==> src/rtl/iir_biquad_engine.sv <==
// iir_biquad_engine: cascade of direct-form-I biquads time-multiplexed onto one MAC.
// The coefficient bank is loadable; each section keeps its delay line internally.
module iir_biquad_engine #(
  parameter int N = 24,
  parameter int F = 15,
  parameter int SECTIONS = 2
)(
  input  logic                            clk,
  input  logic                            reset_n,
  input  logic                            start,
  input  logic [N-1:0]                    x_in,
  input  logic                            coef_we,
  input  logic [$clog2(5*SECTIONS)-1:0]   coef_addr,
  input  logic [N-1:0]                    coef_data,
  input  logic                            clr,
  output logic                            busy,
  output logic                            done,
  output logic [N-1:0]                    y_out,
  output logic                            ovf
);
  localparam int AW = $clog2(5*SECTIONS);
  localparam int SW = SECTIONS > 1 ? $clog2(SECTIONS) : 1;
  localparam int A = 2*N-F+3;
  localparam logic signed [A-1:0] MAXV = {{(A-N+1){1'b0}}, {(N-1){1'b1}}};
  localparam logic signed [A-1:0] MINV = {{(A-N+1){1'b1}}, {(N-1){1'b0}}};
  typedef enum logic [1:0] {IDLE, MAC, UPD, DONE} state_t;
  state_t state_q, state_d;
  logic [SW-1:0] sec_q, sec_d;
  logic [2:0] tap_q, tap_d;
  logic signed [A-1:0] acc_q, acc_d;
  logic signed [N-1:0] xs_q, xs_d;
  logic [N-1:0] y_q, y_d;
  logic ovf_q, ovf_d, busy_q, busy_d, done_q, done_d;
  logic signed [N-1:0] coef_q [5*SECTIONS];
  logic signed [N-1:0] coef_d [5*SECTIONS];
  logic signed [N-1:0] x1_q [SECTIONS];
  logic signed [N-1:0] x1_d [SECTIONS];
  logic signed [N-1:0] x2_q [SECTIONS];
  logic signed [N-1:0] x2_d [SECTIONS];
  logic signed [N-1:0] y1_q [SECTIONS];
  logic signed [N-1:0] y1_d [SECTIONS];
  logic signed [N-1:0] y2_q [SECTIONS];
  logic signed [N-1:0] y2_d [SECTIONS];
  logic [AW-1:0] cidx;
  logic signed [N-1:0] c_op, d_op;
  logic signed [2*N-1:0] prod;
  logic signed [A-1:0] term;
  logic hi, lo;
  logic [N-1:0] sat;
  // Operand mux: tap selects (b0,x) (b1,x1) (b2,x2) (a1,y1) (a2,y2) of the current section
  assign cidx = AW'(5*int'(sec_q) + int'(tap_q));
  assign c_op = coef_q[cidx];
  assign d_op = tap_q == 3'd0 ? xs_q :
                tap_q == 3'd1 ? x1_q[sec_q] :
                tap_q == 3'd2 ? x2_q[sec_q] :
                tap_q == 3'd3 ? y1_q[sec_q] : y2_q[sec_q];
  assign prod = c_op * d_op;
  assign term = A'(prod >>> F);
  assign hi = acc_q > MAXV;
  assign lo = acc_q < MINV;
  assign sat = hi ? {1'b0, {(N-1){1'b1}}} : lo ? {1'b1, {(N-1){1'b0}}} : acc_q[N-1:0];
  always_comb begin
    state_d = state_q;
    sec_d = sec_q;
    tap_d = tap_q;
    acc_d = acc_q;
    xs_d = xs_q;
    y_d = y_q;
    ovf_d = ovf_q;
    coef_d = coef_q;
    x1_d = x1_q;
    x2_d = x2_q;
    y1_d = y1_q;
    y2_d = y2_q;
    if (state_q == IDLE) begin
      if (clr) begin
        for (int i = 0; i < SECTIONS; i++) begin
          x1_d[i] = '0;
          x2_d[i] = '0;
          y1_d[i] = '0;
          y2_d[i] = '0;
        end
        ovf_d = 1'b0;
      end
      if (coef_we && int'(coef_addr) < 5*SECTIONS) coef_d[coef_addr] = coef_data;
      if (start) begin
        xs_d = x_in;
        sec_d = '0;
        tap_d = '0;
        acc_d = '0;
        state_d = MAC;
      end
    end else if (state_q == MAC) begin
      acc_d = acc_q + term;
      tap_d = tap_q + 3'd1;
      if (tap_q == 3'd4) state_d = UPD;
    end else if (state_q == UPD) begin
      x2_d[sec_q] = x1_q[sec_q];
      x1_d[sec_q] = xs_q;
      y2_d[sec_q] = y1_q[sec_q];
      y1_d[sec_q] = sat;
      xs_d = sat;
      ovf_d = ovf_q | hi | lo;
      if (int'(sec_q) == SECTIONS-1) begin
        y_d = sat;
        state_d = DONE;
      end else begin
        sec_d = sec_q + 1'b1;
        tap_d = '0;
        acc_d = '0;
        state_d = MAC;
      end
    end else begin
      state_d = IDLE;
    end
    busy_d = state_d != IDLE;
    done_d = state_q == DONE;
  end
  always_ff @(posedge clk or negedge reset_n) begin
    if (!reset_n) begin
      state_q <= IDLE;
      sec_q <= '0;
      tap_q <= '0;
      acc_q <= '0;
      xs_q <= '0;
      y_q <= '0;
      ovf_q <= 1'b0;
      busy_q <= 1'b0;
      done_q <= 1'b0;
      for (int i = 0; i < 5*SECTIONS; i++) coef_q[i] <= (i % 5 == 0) ? N'(1 << F) : '0;
      for (int i = 0; i < SECTIONS; i++) begin
        x1_q[i] <= '0;
        x2_q[i] <= '0;
        y1_q[i] <= '0;
        y2_q[i] <= '0;
      end
    end else begin
      state_q <= state_d;
      sec_q <= sec_d;
      tap_q <= tap_d;
      acc_q <= acc_d;
      xs_q <= xs_d;
      y_q <= y_d;
      ovf_q <= ovf_d;
      busy_q <= busy_d;
      done_q <= done_d;
      coef_q <= coef_d;
      x1_q <= x1_d;
      x2_q <= x2_d;
      y1_q <= y1_d;
      y2_q <= y2_d;
    end
  end
  assign busy = busy_q;
  assign done = done_q;
  assign y_out = y_q;
  assign ovf = ovf_q;
endmodule

==> config.mk <==
export PLATFORM = sky130hd
export DESIGN_NAME = iir_biquad_engine
export DESIGN_NICKNAME = d
export VERILOG_FILES = /design/src/rtl/iir_biquad_engine.sv
export SDC_FILE = /design/constraint.sdc
export NUM_CORES = 2
export LEC_CHECK = 0
export BUFFER_PORTS_ARGS = -buffer_cell sky130_fd_sc_hd__buf_4
export CORE_MARGIN = 3
export CORE_UTILIZATION = 50
export DETAILED_ROUTE_END_ITERATION = 12
export HOLD_SLACK_MARGIN = 0.05
export PLACE_DENSITY = 0.77
export SLEW_MARGIN = 20
export SYNTH_ARGS = -nofsm -noshare
export SYNTH_HDL_FRONTEND = slang
export SYNTH_SLANG_ARGS = --single-unit
==> constraint.sdc <==
create_clock -name clk -period 23.9 [get_ports clk]
set_input_delay 2.39 -clock clk [delete_from_list [all_inputs] [get_ports clk]]
set_output_delay 2.39 -clock clk [all_outputs]
set_load 0.005 [all_outputs]
==> impl_results.md <==
* Critical path's slowest cell: buf_4
* Die W at 307 um
* Status: complete, no violations
* Clock Path Buffers at 3
* Top cells by area, synth: dfrtp_1 29%, fa_1 27%, mux2_2 6.0%, inv_1 5.2%, ha_1 4.9%
* CTS tree: done
* Vias post-DR at 32,100
* Detailed Route WL at 118,000 um
* Period utilization at 0.565
* Root Driver: clkbuf_16
* Share of cells above drive strength 1 at 0.148
* Max-Cap Viols at 0
* Slew HR at 0.252
* Tmin final at 13.51 ns
* Arrival @ worst endpoint at 14.07 ns
* Routability Congestion at 0.927
* Vias in the first global route at 33,600
* Yosys Warn Count at 0
* Port Buf Inserts at 83
* Critical path peak fanout at 47
* GR Overflow Total at 0
* Clk Latency, worst-skew pair at 0.64 ns
* Dpl hpwl at 84,600 um
* Post_cts resized at 0
* CTS hold repair buffers at 0
* Area leader, netlist: dfrtp_1
* Drt first pass iters at 6
* Met3 WL at 8980 um
* H-tree depth at 2
* Cell variety after synth at 70
* Io pins at 84
* Crit path largest cell delay at 0.80 ns
* Worst min path class: register to register
* Top-area cell type share of the netlist area at 0.290
* RSZ-0062 raised after global routing: no
* Placement Rows at 109
* Mapped Area at 45,200 sq um
* Actual slew at the worst max-slew pin at 1.12 ns
* #FFs+latches synth at 525
* CP Data Required Time at 24.46 ns
* Gr usage total at 0.254
* CP endpoint kind: register
* Setup violators final at 0
* Met2 wire len at 57,500 um
* Clk sink count at 525
* Die Height at 307 um
* Area growth syn-to-layout at 8.33%
* Routed length per instance at 21.6 um
* Initial detailed-routing violation count at 2,614
* Fillers at 7,382
* Syn_area_per_cell at 10.5 sq um
* Clock buffer count from CTS at 54
* Final antenna-violating net count at 0
* Initial Utilization at 0.508
* Post-CTS setup buffer count at 0
* Setup Skew at 0.0552 ns
* Clk slew on worst S/H paths at 0.06 ns
* DR top layer: met5
* Crit path kind: register to register
* Final TNS setup at 0 ns
* Nets at 5,069
* Core box area at 88,900 sq um
* Wl on met1 at 45,000 um
* Post-synth EDFFs at 0
* Main synth FF type: dfrtp_1
* Fmax at 0.0740 GHz
* Die ar. at 94,000 sq um
* Worst setup SP type: register
* Slew Limit Fails at 0
* Largest net degree at the start of global routing at 196
* Cell mode on critical path: fa_1
* Mapped Nets at 5,128
* Drt via density at 5.90
* Initial antenna violation count at 4
* DR DRC count at 0
* First-pass GRT wire length at 187,000 um
* Sequential area share after synthesis at 0.291
* Async set or reset register ratio after synthesis at 1.00
* Final Hold Fails at 0
* Cells after synthesis at 4,288
[path summary, 6_finish.rpt]
path | from | endpoint | slack (ns) | depth (start not counted)
setup / recovery | sec_q$_DFFE_PN0P_ | acc_q[35]$_DFFE_PN0P_ | 10.39 | 40
hold / removal | y_out[12]$_DFFE_PN0P_ | y_out[12]$_DFFE_PN0P_ | 0.49 | 2
setup reg to reg | sec_q$_DFFE_PN0P_ | acc_q[35]$_DFFE_PN0P_ | 10.39 | 40
hold reg to reg | y_out[12]$_DFFE_PN0P_ | y_out[12]$_DFFE_PN0P_ | 0.49 | 2
max in group asynchronous | reset_n | x2_q[31]$_DFFE_PN0P_ | 20.54 | 3
min in group asynchronous | reset_n | coef_q[223]$_DFFE_PN0P_ | 1.83 | 1
[cells by family (layout without fill, tap and decap cells)]
| kind of cell | count (synthesis) | count (layout) | synth area share |
|---|---|---|---|
| and+or+nand+nor | 959 | 959 | 0.0890 |
| buffers and inverters | 892 | 876 | 0.0743 |
| adders and majority gates | 783 | 783 | 0.318 |
| AOI/OAI and AO/OA | 648 | 648 | 0.0964 |
| DFF | 525 | 525 | 0.291 |
| muxes | 409 | 409 | 0.117 |
| xor gates and xnor gates | 72 | 72 | 0.0141 |
| other | 0 | 1 | 0 |
[sequential cells by signal (all words and copies together) (netlist names)]
signal   cells
y_out       24
sec_q        1
y1_q        48
acc_q       36
x2_q        48
busy         1
ovf          1
coef_q     240
tap_q        3
y2_q        48
x1_q        48
done         1
state_q      2
xs_q        24
[synthesized netlist by cell type (6+ instances only)]
cell	n
a211oi_1	35
a21o_1	43
a21oi_1	105
a22o_1	149
a31oi_1	7
and2_1	18
buf_1	51
clkbuf_1	210
dfrtp_1	523
fa_1	607
ha_1	176
inv_1	626
mux2_2	242
mux2i_1	95
mux4_2	72
nand2_1	427
nand2b_1	46
nand3_1	13
nand4_1	12
nor2_1	366
nor2b_1	17
nor3_1	12
o21a_1	6
o21ai_0	197
o21bai_1	13
o22a_1	23
o22ai_1	21
or2_2	12
or3_1	8
xnor2_1	41
xor2_1	30
[area by class of cell]
class,count,area (sq um),area share
Inverter,626,2350,0.0480
Antenna cell,1,2.50,0.0000512
Clock buffer,77,1550,0.0316
Tap cell,1165,1460,0.0298
Timing Repair Buffer,151,1180,0.0241
Clock inverter,22,243,0.00496
Sequential cell,525,13100,0.269
Multi-Input combinational cell,2871,29000,0.593
[per-stage QoR]
step                      utilization  worst slack (ns)  cells  hold slack, ns  instance area (sq um)
after floorplan                     -             12.02   4288           0.461                  45200
after CTS                       0.549             10.40   5436           0.490                  48800
after global placement          0.529             10.62   5337           0.463                  47100
after global routing            0.550              9.78   5438           0.508                  48900
final                           0.550             10.39   5438           0.486                  48900
after detailed placement        0.529             10.43   5337           0.475                  47100
[worst max-delay path, delay by kind of cell (launching register included)]
kind	cells	cell delay (ns)
mux	2	0.83
xor+xnor	1	0.14
buf+inv	5	0.99
flops	1	0.71
fa+ha+maj	10	4.97
compound gates	14	4.06
simple gates	8	1.60
[per-layer routing]
layer | vias to the layer above | global-route usage
li1 | 13800 | -
met3 | 375 | 0.0446
met2 | 1353 | 0.424
met1 | 16600 | 0.328
met4 | 6 | 0.117
met5 | - | 0
[cell usage in the layout, fill, tap and decap left out, types with 12 or more instances in the layout]
cell type	instances
ha_1	173
clkbuf_16	54
a21oi_1	93
a211oi_1	35
o21bai_1	12
o21ai_0	188
o22a_1	23
buf_4	147
a21o_1	43
xor2_1	30
nand3_1	13
inv_1	626
mux2_2	242
fa_1	607
dfrtp_1	522
mux2i_1	95
nand2b_1	45
nor2_1	360
or2_2	12
a22o_1	149
and2_1	17
xnor2_1	41
mux4_2	72
clkbuf_1	12
nand2_1	424
nor2b_1	15
nand4_1	12
Power is not shown: default switching activity piles up to over one toggle a cycle in this logic, so the estimate is an artifact.
